[src/rtl/uart_pkg.sv]
// Shared UART types, parity encodings and baud helper.
// Imported by the transmitter and its baud tick generator.
package uart_pkg;

    typedef enum logic [2:0] {
        IDLE,
        START,
        DATA,
        PARITY,
        STOP
    } uart_tx_state_t;

    localparam int PARITY_NONE = 0;
    localparam int PARITY_EVEN = 1;
    localparam int PARITY_ODD  = 2;

    function automatic int baud_divider(
        input longint clk_freq,
        input longint baud_rate
    );
        return int'(clk_freq / baud_rate);
    endfunction

endpackage

[src/rtl/uart_tx_if.sv]
// Producer-side valid/ready word handshake for the UART transmitter.
// master: tx_data, tx_valid out / tx_ready in; slave: the reverse.
interface uart_tx_if #(
    parameter int DATA_BITS = 8
);
    logic [DATA_BITS-1:0] tx_data;
    logic                 tx_valid;
    logic                 tx_ready;

    modport master (
        output tx_data,
        output tx_valid,
        input  tx_ready
    );

    modport slave (
        input  tx_data,
        input  tx_valid,
        output tx_ready
    );
endinterface

[src/rtl/uart_baud_tick.sv]
// Bit-period tick: one-cycle pulse every DIVIDER clocks after restart.
// Ports: clk, reset (sync, active high), restart in; tick out.
module uart_baud_tick #(
    parameter int DIVIDER = 10
) (
    input  logic clk,
    input  logic reset,
    input  logic restart,
    output logic tick
);
    localparam int CW = (DIVIDER > 1) ? $clog2(DIVIDER) : 1;
    localparam logic [CW-1:0] LAST = CW'(DIVIDER - 1);

    logic [CW-1:0] cnt_q;
    logic [CW-1:0] cnt_d;

    always_comb begin
        cnt_d = cnt_q + CW'(1);
        if (restart || cnt_q == LAST) begin
            cnt_d = '0;
        end
    end

    always_ff @(posedge clk) begin
        if (reset) begin
            cnt_q <= '0;
        end else begin
            cnt_q <= cnt_d;
        end
    end

    // Count 0 lands on the first cycle after restart, so the
    // tick marks the last cycle of a full DIVIDER-clock period.
    assign tick = (cnt_q == LAST);

endmodule

[src/rtl/uart_tx.sv]
// UART transmitter: start, LSB-first data, optional parity, stop bits.
// Ports: clk, reset, bus (slave handshake), tx_serial, tx_busy, tx_done.
module uart_tx
    import uart_pkg::*;
#(
    parameter int CLK_FREQUENCY = 100_000_000,
    parameter int BAUD_RATE     = 115200,
    parameter int DATA_BITS     = 8,
    parameter int PARITY_MODE   = 0,
    parameter int STOP_BITS     = 1
) (
    input  logic     clk,
    input  logic     reset,
    uart_tx_if.slave bus,
    output logic     tx_serial,
    output logic     tx_busy,
    output logic     tx_done
);
    localparam int BAUD_DIVIDER = baud_divider(CLK_FREQUENCY, BAUD_RATE);
    localparam int BW = $clog2(DATA_BITS + 1);
    localparam logic [BW-1:0] LAST_DATA = BW'(DATA_BITS - 1);
    localparam logic [BW-1:0] LAST_STOP = BW'(STOP_BITS - 1);

    if (BAUD_DIVIDER < 2) begin : g_bad_baud
        $error("uart_tx: BAUD_DIVIDER must be at least 2");
    end
    if (STOP_BITS != 1 && STOP_BITS != 2) begin : g_bad_stop
        $error("uart_tx: STOP_BITS must be 1 or 2");
    end
    if (PARITY_MODE > 2) begin : g_bad_parity
        $error("uart_tx: PARITY_MODE must be 0, 1 or 2");
    end

    uart_tx_state_t       state_q, state_d;
    logic [DATA_BITS-1:0] shift_q, shift_d;
    logic [BW-1:0]        bit_cnt_q, bit_cnt_d;
    logic                 parity_q, parity_d;
    logic                 serial_q, serial_d;
    logic                 ready_q, ready_d;
    logic                 busy_q, busy_d;
    logic                 done_q, done_d;

    logic handshake;
    logic tick;

    // ready_q is high exactly in IDLE, so it doubles as the state qualifier.
    assign handshake = bus.tx_valid && ready_q;

    uart_baud_tick #(
        .DIVIDER(BAUD_DIVIDER)
    ) u_tick (
        .clk    (clk),
        .reset  (reset),
        .restart(handshake),
        .tick   (tick)
    );

    always_comb begin
        state_d   = state_q;
        shift_d   = shift_q;
        bit_cnt_d = bit_cnt_q;
        parity_d  = parity_q;
        serial_d  = serial_q;
        ready_d   = ready_q;
        busy_d    = busy_q;
        done_d    = 1'b0;

        unique case (state_q)
            IDLE: begin
                serial_d = 1'b1;
                ready_d  = 1'b1;
                busy_d   = 1'b0;
                if (handshake) begin
                    state_d   = START;
                    shift_d   = bus.tx_data;
                    bit_cnt_d = '0;
                    parity_d  = (PARITY_MODE == PARITY_ODD) ?
                                ~(^bus.tx_data) : ^bus.tx_data;
                    serial_d  = 1'b0;
                    ready_d   = 1'b0;
                    busy_d    = 1'b1;
                end
            end
            START: begin
                if (tick) begin
                    state_d   = DATA;
                    bit_cnt_d = '0;
                    serial_d  = shift_q[0];
                    shift_d   = shift_q >> 1;
                end
            end
            DATA: begin
                if (tick) begin
                    if (bit_cnt_q == LAST_DATA) begin
                        bit_cnt_d = '0;
                        if (PARITY_MODE != PARITY_NONE) begin
                            state_d  = PARITY;
                            serial_d = parity_q;
                        end else begin
                            state_d  = STOP;
                            serial_d = 1'b1;
                        end
                    end else begin
                        bit_cnt_d = bit_cnt_q + BW'(1);
                        serial_d  = shift_q[0];
                        shift_d   = shift_q >> 1;
                    end
                end
            end
            PARITY: begin
                if (tick) begin
                    state_d   = STOP;
                    bit_cnt_d = '0;
                    serial_d  = 1'b1;
                end
            end
            STOP: begin
                if (tick) begin
                    if (bit_cnt_q == LAST_STOP) begin
                        state_d   = IDLE;
                        bit_cnt_d = '0;
                        serial_d  = 1'b1;
                        ready_d   = 1'b1;
                        busy_d    = 1'b0;
                        done_d    = 1'b1;
                    end else begin
                        bit_cnt_d = bit_cnt_q + BW'(1);
                    end
                end
            end
            default: begin
                state_d  = IDLE;
                serial_d = 1'b1;
                ready_d  = 1'b1;
                busy_d   = 1'b0;
            end
        endcase
    end

    always_ff @(posedge clk) begin
        if (reset) begin
            state_q   <= IDLE;
            shift_q   <= '0;
            bit_cnt_q <= '0;
            parity_q  <= 1'b0;
            serial_q  <= 1'b1;
            ready_q   <= 1'b1;
            busy_q    <= 1'b0;
            done_q    <= 1'b0;
        end else begin
            state_q   <= state_d;
            shift_q   <= shift_d;
            bit_cnt_q <= bit_cnt_d;
            parity_q  <= parity_d;
            serial_q  <= serial_d;
            ready_q   <= ready_d;
            busy_q    <= busy_d;
            done_q    <= done_d;
        end
    end

    assign bus.tx_ready = ready_q;
    assign tx_serial    = serial_q;
    assign tx_busy      = busy_q;
    assign tx_done      = done_q;

endmodule

[src/flat_wrapper.sv]
// flat-port wrapper written by rule: the top's interface ports become plain ports
module uart_tx_flat import uart_pkg::*;
#(
    parameter int CLK_FREQUENCY = 100_000_000,
    parameter int BAUD_RATE     = 115200,
    parameter int DATA_BITS     = 8,
    parameter int PARITY_MODE   = 0,
    parameter int STOP_BITS     = 1
)
  (clk, reset, tx_serial, tx_busy, tx_done, bus_tx_data, bus_tx_valid, bus_tx_ready);
  uart_tx_if #(.DATA_BITS(DATA_BITS)) bus_i ();
  input  logic clk;
  input  logic reset;
  output logic tx_serial;
  output logic tx_busy;
  output logic tx_done;
  input wire logic [$bits(bus_i.tx_data)-1:0] bus_tx_data;
  input wire logic [$bits(bus_i.tx_valid)-1:0] bus_tx_valid;
  output wire logic [$bits(bus_i.tx_ready)-1:0] bus_tx_ready;
  assign bus_i.tx_data = bus_tx_data;
  assign bus_i.tx_valid = bus_tx_valid;
  assign bus_tx_ready = bus_i.tx_ready;
  uart_tx #(.CLK_FREQUENCY(CLK_FREQUENCY), .BAUD_RATE(BAUD_RATE), .DATA_BITS(DATA_BITS), .PARITY_MODE(PARITY_MODE), .STOP_BITS(STOP_BITS)) u_core (.clk(clk), .reset(reset), .bus(bus_i), .tx_serial(tx_serial), .tx_busy(tx_busy), .tx_done(tx_done));
endmodule
[config.mk]
export PLATFORM = sky130hd
export DESIGN_NAME = uart_tx_flat
export DESIGN_NICKNAME = d
export VERILOG_FILES = /design/src/rtl/uart_pkg.sv /design/src/rtl/uart_tx_if.sv /design/src/rtl/uart_baud_tick.sv /design/src/rtl/uart_tx.sv /design/src/flat_wrapper.sv
export SDC_FILE = /design/constraint.sdc
export NUM_CORES = 1
export LEC_CHECK = 0
export CAP_MARGIN = 25
export CORE_ASPECT_RATIO = 1.5
export CORE_MARGIN = 1.5
export CORE_UTILIZATION = 44
export CTS_CLUSTER_DIAMETER = 100
export DETAILED_ROUTE_END_ITERATION = 16
export PLACE_DENSITY = 0.68
export RECOVER_POWER = 100
export SYNTH_ARGS = -nofsm -noshare
export SYNTH_HDL_FRONTEND = slang
export SYNTH_SLANG_ARGS = --single-unit
[constraint.sdc]
create_clock -name clk -period 1.9 [get_ports clk]
set_input_delay 0.38 -clock clk [delete_from_list [all_inputs] [get_ports clk]]
set_output_delay 0.38 -clock clk [all_outputs]
set_load 0.1 [all_outputs]
==> metrics.yaml, run 1 <==
floorplan:
  start_util_pct: 46.0
  io_pins: 15
  dieArea_um2: 3910
  die_h_um: 75.8
  std_cell_rows: 26
  die_w_um: 51.5
  core_um2: 3380
pwr:
  pwr-share-seq_pct: 38.2
  vdd_drop_max_uv: 590
  power_frac_comb_pct: 31.5
  intPower_mw: 1.22
  power_leakage_nw: 0.778
  power_switching_mw: 0.618
  powerDensity_nw_per_um2: 880
  clkPwrFrac_pct: 30.3
  switching_share_pct: 33.6
cells_and_area:
  fin_util_pct: 61.8
  finalNetCount: 228
  diodes: 0
  drive_gt1_share_pct: 29.3
  fillCellCount: 293
  area_delta_synth_final_pct: 34.4
  layout.cells.non_filler: 257
critical_path:
  crit_type: "in -> reg"
  r2r_end: "u_core.state_q[1]$_SDFFE_PP0P_"
  reg2reg_depth: 7
  worstPathArrival_ps: 2060
  critPathRequiredTime_ps: 2110
  worstSetupStartpointType: "input pin"
  r2r_start: "u_core.bit_cnt_q[0]$_SDFFE_PP0P_"
  reg2reg_slack_ps: 60
  cp_max_fo: 5
  end_kind: "register"
clocking:
  cts.clk_slew.worst_paths_ps: 60
  cts_sinks: 29
  tritoncts: "yes"
  insertion_delay_ps: 280
  ctsLongestPathBuffers: 2
  cts_max_level: 2
  clock_tree.root_cell: "clkbuf_8"
  cts_buffers: 5
detailed_routing:
  wl_met2_um: 2310
  via_per_inst: 5.47
  vias: 1406
  wl_met3_um: 92
  highest_layer: "met4"
  drt-pass1-iter-count: 4
  wl_met1_um: 1420
  drc: 0
  antenna_left: 0
  drt-total-wl_um: 3930
  wl_per_cell_um: 15.3
  dr.first_iter.drc_count: 44
place:
  portBuffers: 14
  gp_congestion: 0.838
  place_inst: 246
  dp_hpwl_um: 2600
global_routing:
  grt_pass1_vias: 1440
  grtUsageTotal_pct: 20.6
  grt_pass1_wl_um: 5990
  grt_max_degree: 22
  gr-total-overflow: 0
  antenna_found_initial: 0
timing:
  period_share_pct: 97.2
  hold_violations: 0
  finalSetupViolations: 0
  min_period_ps: 1850
  slew_headroom_pct: 63.9
  fmax_ghz: 0.542
  finalClockSkew_ps: 7.70
  slew_violations: 0
  tightest_slew_ps: 543
yosys:
  synth.net_count: 197
  ys_warn_count: 0
  ys_ff_latch: 29
  netlist_area_um2: 1560
  synthFlopType: "dfxtp_1"
  synth.avg_cell_area_um2: 8.50
  ys_seq_area_share_pct: 37.3
  ys_async_sr_fraction_pct: 0
  synth_edf_count: 0
  synth_cell_types: 46
  synth_cells: 183
job:
  cap_viol_max_count: 0
outcome:
  status: "completed"
worst_hold_path:
  holdCritPathClass: "reg -> reg"
  hold-path-endpoint: "u_core.shift_q[7]$_SDFFE_PP0P_"
  hold_path_depth: 2
  hp-start: "u_core.shift_q[7]$_SDFFE_PP0P_"
-- critical path, cell delays in order --
cell             delay (ps)
clkdlybuf4s50_1         450
nand2_1                 150
and2b_2                 320
o311ai_4                120
or4b_4                  500
a21oi_2                 130
-- layout by cell type, fill, tap and decap left out, types with 2 or more instances in the layout --
master,netlist,final
o21ai_0,11,11
a2111oi_4,0,7
dfxtp_1,29,24
inv_1,13,13
buf_4,1,18
nand2_1,15,14
and2b_2,2,2
nand2b_1,4,4
xnor2_1,2,2
nor2_1,27,27
dfxtp_2,0,4
o31ai_1,2,2
clkbuf_8,0,7
clkdlybuf4s50_1,0,10
and3_1,3,3
or3b_2,3,3
nand3_1,8,7
xor2_1,7,7
nor3_1,3,3
a21oi_1,11,10
clkbuf_2,0,4
-- worst max path at each step --
stage,endpoint,startpoint,slack (ps),depth (start not counted)
6_report,u_core.state_q[1]$_SDFFE_PP0P_,bus_tx_valid,50,6
5_1_grt,u_core.shift_q[6]$_SDFFE_PP0P_,u_core.u_tick.cnt_q[0]$_SDFF_PP0_,-8,6
4_1_cts,u_core.state_q[1]$_SDFFE_PP0P_,u_core.u_tick.cnt_q[1]$_SDFF_PP0_,8,6
3_5_place_dp,u_core.shift_q[4]$_SDFFE_PP0P_,bus_tx_valid,-260,7
3_3_place_gp,u_core.state_q[1]$_SDFFE_PP0P_,bus_tx_valid,-160,6
2_1_floorplan,u_core.state_q[1]$_SDFFE_PP0P_,u_core.u_tick.cnt_q[0]$_SDFF_PP0_,80,7
-- cell families after synthesis --
| kind of cell | synth area share, % |
|---|---|
| fa+ha+maj | 2.41 |
| flops | 37.3 |
| compound gates | 18.5 |
| mux | 1.37 |
| simple gates | 28.1 |
| buf+inv | 7.24 |
| xor+xnor | 5.07 |
-- power by group through the flow --
stage,Sequential [mW],Combinational (mW),Clock [mW]
floorplan,0.783,0.248,0
global placement,0.707,0.441,0
detailed placement,0.710,0.458,0
CTS,0.697,0.461,0.576
global route,0.705,0.627,0.598
finish,0.702,0.580,0.557
-- flip-flops by register name (all words and copies together), names as in the netlist --
register             cells
u_core.tx_busy           1
u_core.bit_cnt_q         4
u_core.tx_done           1
u_core.tx_serial         1
u_core.u_tick.cnt_q     10
u_core.state_q           3
u_core.bus.tx_ready      1
u_core.shift_q           8
-- through the flow --
stage | setup slack [ps] | area, um2 | power (mW) | setup TNS (ps) | hold slack, ps
after floorplan | 77.6 | 1560 | 1.03 | 0 | 426
after global placement | -158 | 1790 | 1.15 | -1340 | 458
after detailed placement | -259 | 1790 | 1.17 | -2510 | 473
after CTS | 7.81 | 1920 | 1.73 | 0 | 483
after global routing | -7.78 | 2090 | 1.93 | -19.8 | 514
final | 53.8 | 2090 | 1.84 | 0 | 486
-- timing repair --
item	4_1_cts	5_1_grt
setup endpoints to repair	10	10
buffers inserted	1	2
pin swaps	1	8
hold buffers	0	0
gates resized for setup	6	31
-- cell type report --
cell class / count / area, um2 / area share, %
flip-flops and latches: 29 / 589 / 28.2
repair buffers: 32 / 255 / 12.2
clock inverters: 1 / 5.00 / 0.240
multi-input cells: 133 / 1040 / 49.9
clock buffers: 7 / 96.3 / 4.61
inverters: 13 / 48.8 / 2.34
well taps: 42 / 52.6 / 2.51
-- Yosys cell counts (2+ instances only) --
| cell | instances | share of area, % |
|---|---|---|
| and3_1 | 3 | 1.2 |
| or3b_2 | 3 | 1.7 |
| and2b_2 | 2 | 1.1 |
| o31ai_1 | 2 | 0.97 |
| clkbuf_1 | 2 | 0.48 |
| nor3b_1 | 2 | 0.97 |
| xnor2_1 | 2 | 1.1 |
| xor2_1 | 7 | 3.9 |
| ha_1 | 3 | 2.4 |
| nand2b_1 | 4 | 1.6 |
| nand2_1 | 15 | 3.6 |
| a2111oi_0 | 7 | 3.9 |
| nor2_1 | 27 | 6.5 |
| nand3_1 | 8 | 2.6 |
| o21ai_0 | 11 | 3.5 |
| a21oi_1 | 11 | 3.5 |
| buf_6 | 3 | 2.2 |
| dfxtp_1 | 29 | 37 |
| inv_1 | 13 | 3.1 |
| nor3_1 | 3 | 0.97 |
-- metal layers --
layer  track usage (%)  vias to the layer above
met3              5.69                        8
met4              13.2                        0
li1                  -                      697
met5                 0                        -
met1              18.5                      676
met2              39.6                       25
Power figures use the tool's default switching activity.
==> run 2, diff against run 1 <==
CORE_UTILIZATION = 46   (was 44)
PLACE_DENSITY = not set   (was 0.68)
PLACE_DENSITY_LB_ADDON = 0.12   (was not set)
==> metrics.yaml, run 2 (same netlist as run 1, synthesis figures left out) <==
critical_path:
  cp_max_fo: 4  # -1
  reg2reg_slack_ps: 90  # +30 ps
  r2r_end: "u_core.state_q[1]$_SDFFE_PP0P_"
  crit_type: "in -> reg"
  critPathRequiredTime_ps: 2110  # about the same
  r2r_start: "u_core.u_tick.cnt_q[1]$_SDFF_PP0_"
  startpoint: "bus_tx_valid"
  cp.depth: 6  # unchanged
  path_delay_family: "simple AND/OR/NAND/NOR gates"
  reg2reg_depth: 6  # -1
  cp-endpoint: "u_core.state_q[1]$_SDFFE_PP0P_"
  crit_slowest_cell: "or4b_4"
  worstPathArrival_ps: 2050  # about the same
  crit_chain: "clkdlybuf4s50_1, nand2_1, and2b_2, o311ai_4, or4b_4, a21oi_2"
  crit_buf_inv: 1  # unchanged
  slowest_delay_ps: 540  # +40 ps
  end_kind: "register"
  worstSetupStartpointType: "input pin"
pwr:
  power_leakage_nw: 0.747  # -4.0%
  vdd_drop_max_uv: 550  # -6.9%
  fin_total_pwr_mw: 1.82  # -0.78%
  powerDensity_nw_per_um2: 934  # +6.1%
worst_hold_path:
  holdCritPathClass: "reg -> reg"
floorplan:
  std_cell_rows: 25  # -3.8%
  die_w_um: 50.5  # -2.1%
  die_h_um: 74.2  # -2.1%
  dieArea_um2: 3750  # -4.1%
  core_um2: 3190  # -5.7%
  io_pins: 15  # unchanged
  start_util_pct: 48.7  # +2.8 points
cells_and_area:
  final_common_cell: "nor2_1"
  area_delta_synth_final_pct: 25.6
  final_cell_mix: "27 x nor2_1, 23 x dfxtp_1, 15 x nand2_1, 15 x buf_4, 13 x inv_1"
  diodes: 0  # unchanged
  drive_gt1_share_pct: 25.0  # -4.3 points
  fillCellCount: 283  # -3.4%
  fin_util_pct: 61.2  # -0.54 points
  largest_reg_flops: 10  # unchanged
  layout.cells.non_filler: 252  # -1.9%
  finalNetCount: 225  # -1.3%
  top_register: "u_core.u_tick.cnt_q"
  largestRegisters: "u_core.u_tick.cnt_q x10, u_core.shift_q x8, u_core.bit_cnt_q x4"
clocking:
  cts_sinks: 29  # unchanged
  ctsLongestPathBuffers: 2  # unchanged
  cts.clk_slew.worst_paths_ps: 70  # about the same
  insertion_delay_ps: 280  # about the same
  clock_tree.root_cell: "clkbuf_8"
  cts_buffers: 5  # unchanged
  cts_hold_buf: 0  # unchanged
  tritoncts: "yes"
  cts_max_level: 2  # unchanged
timing:
  tns_ps: 0  # unchanged
  finalClockSkew_ps: 8.93  # +1.23 ps
  fin_ws_ps: 57.0  # +3.21 ps
  rsz0062_at_grt: "true"
  period_share_pct: 97.0  # -0.17 points
  fmax_ghz: 0.543  # +0.17%
  finalSetupViolations: 0  # unchanged
  min_period_ps: 1840  # -3.21 ps
  slew_violations: 0  # unchanged
  tightest_slew_ps: 542  # -0.839 ps
  hold_violations: 0  # unchanged
  slew_headroom_pct: 64.0  # about the same
place:
  gp_congestion: 0.828  # -1.2%
  portBuffers: 14  # unchanged
  dp_hpwl_um: 2310  # -11%
  pre_cts_ws_ps: -201  # +58.0 ps
  place_inst: 242  # -1.6%
global_routing:
  gr-total-overflow: 0  # unchanged
  grt_pass1_vias: 1309  # -9.1%
  grtUsageTotal_pct: 20.0  # -0.55 points
  grt_pass1_wl_um: 5680  # -5.2%
  antenna_found_initial: 0  # unchanged
  grt_max_degree: 22  # unchanged
detailed_routing:
  drt-pass1-iter-count: 4  # unchanged
  antenna_left: 0  # unchanged
  drc: 0  # unchanged
  drt-total-wl_um: 3360  # -14%
  vias: 1333  # -5.2%
  via_per_inst: 5.29  # -3.3%
  dr.first_iter.drc_count: 43  # -2.3%
  wl_per_cell_um: 13.3  # -13%
job:
  cap_viol_max_count: 0  # unchanged
outcome:
  status: "completed"
run 2: area by class of cell:
class	count	area, um2	area share [%]
Clock inverter	2	36.3	1.86
Tap cell	40	50.0	2.56
Clock buffer	6	82.6	4.23
Timing Repair Buffer	29	233	11.9
Multi-Input combinational cell	133	912	46.7
Sequential cell	29	591	30.2
Inverter	13	48.8	2.50
run 2: per-stage QoR:
stage	cell area [um2]	hold WS, ps
finish	1950	472
detailed placement	1770	471
CTS	1900	481
global placement	1770	465
global route	1950	504
floorplan	1560	426
run 2: worst min path at each step:
stage,slack [ps],from,end,depth (start not counted)
after global placement,460,u_core.shift_q[1]$_SDFFE_PP0P_,u_core.shift_q[1]$_SDFFE_PP0P_,2
final,470,u_core.shift_q[3]$_SDFFE_PP0P_,u_core.shift_q[3]$_SDFFE_PP0P_,2
after CTS,480,u_core.shift_q[5]$_SDFFE_PP0P_,u_core.shift_q[5]$_SDFFE_PP0P_,2
after floorplan,430,u_core.u_tick.cnt_q[0]$_SDFF_PP0_,u_core.u_tick.cnt_q[0]$_SDFF_PP0_,1
after detailed placement,470,u_core.shift_q[5]$_SDFFE_PP0P_,u_core.shift_q[5]$_SDFFE_PP0P_,2
after global routing,500,u_core.shift_q[3]$_SDFFE_PP0P_,u_core.shift_q[3]$_SDFFE_PP0P_,2
run 2: worst reg2reg max path, stage by stage (launching register included):
cell	delay, ps
dfxtp_2	350
ha_4	130
nand4_1	70
and4bb_4	410
o311ai_4	120
or4b_4	540
a21oi_2	120
run 2: per-layer routing:
| metal | routed length, um | track usage [%] | vias up |
|---|---|---|---|
| li1 | - | - | 687 |
| met1 | 1480 | 22.6 | 624 |
| met2 | 1720 | 34.9 | 15 |
| met3 | 92 | 5.62 | 7 |
| met4 | 68 | 9.31 | 0 |
| met5 | 0 | 0 | - |
run 2: power by group:
group | leakage [nW] | switching, mW | internal, mW | total [mW]
Combinational | 0.447 | 0.278 | 0.184 | 0.462
Sequential | 0.239 | 0.0374 | 0.666 | 0.703
Clock | 0.0617 | 0.233 | 0.427 | 0.659
run 2: what timing repair did:
action	4_1_cts	5_1_grt
resized for setup	3	19
pin swaps	0	6
endpoints found under the hold margin	0	0
buffers inserted	0	2
endpoints found under the setup margin	7	14
==> run 3, diff against run 2 <==
CTS_CLUSTER_DIAMETER = not set   (was 100)
==> results of run 3 <==
No change in the layout: final DEF, timing and power equal those of run 2.
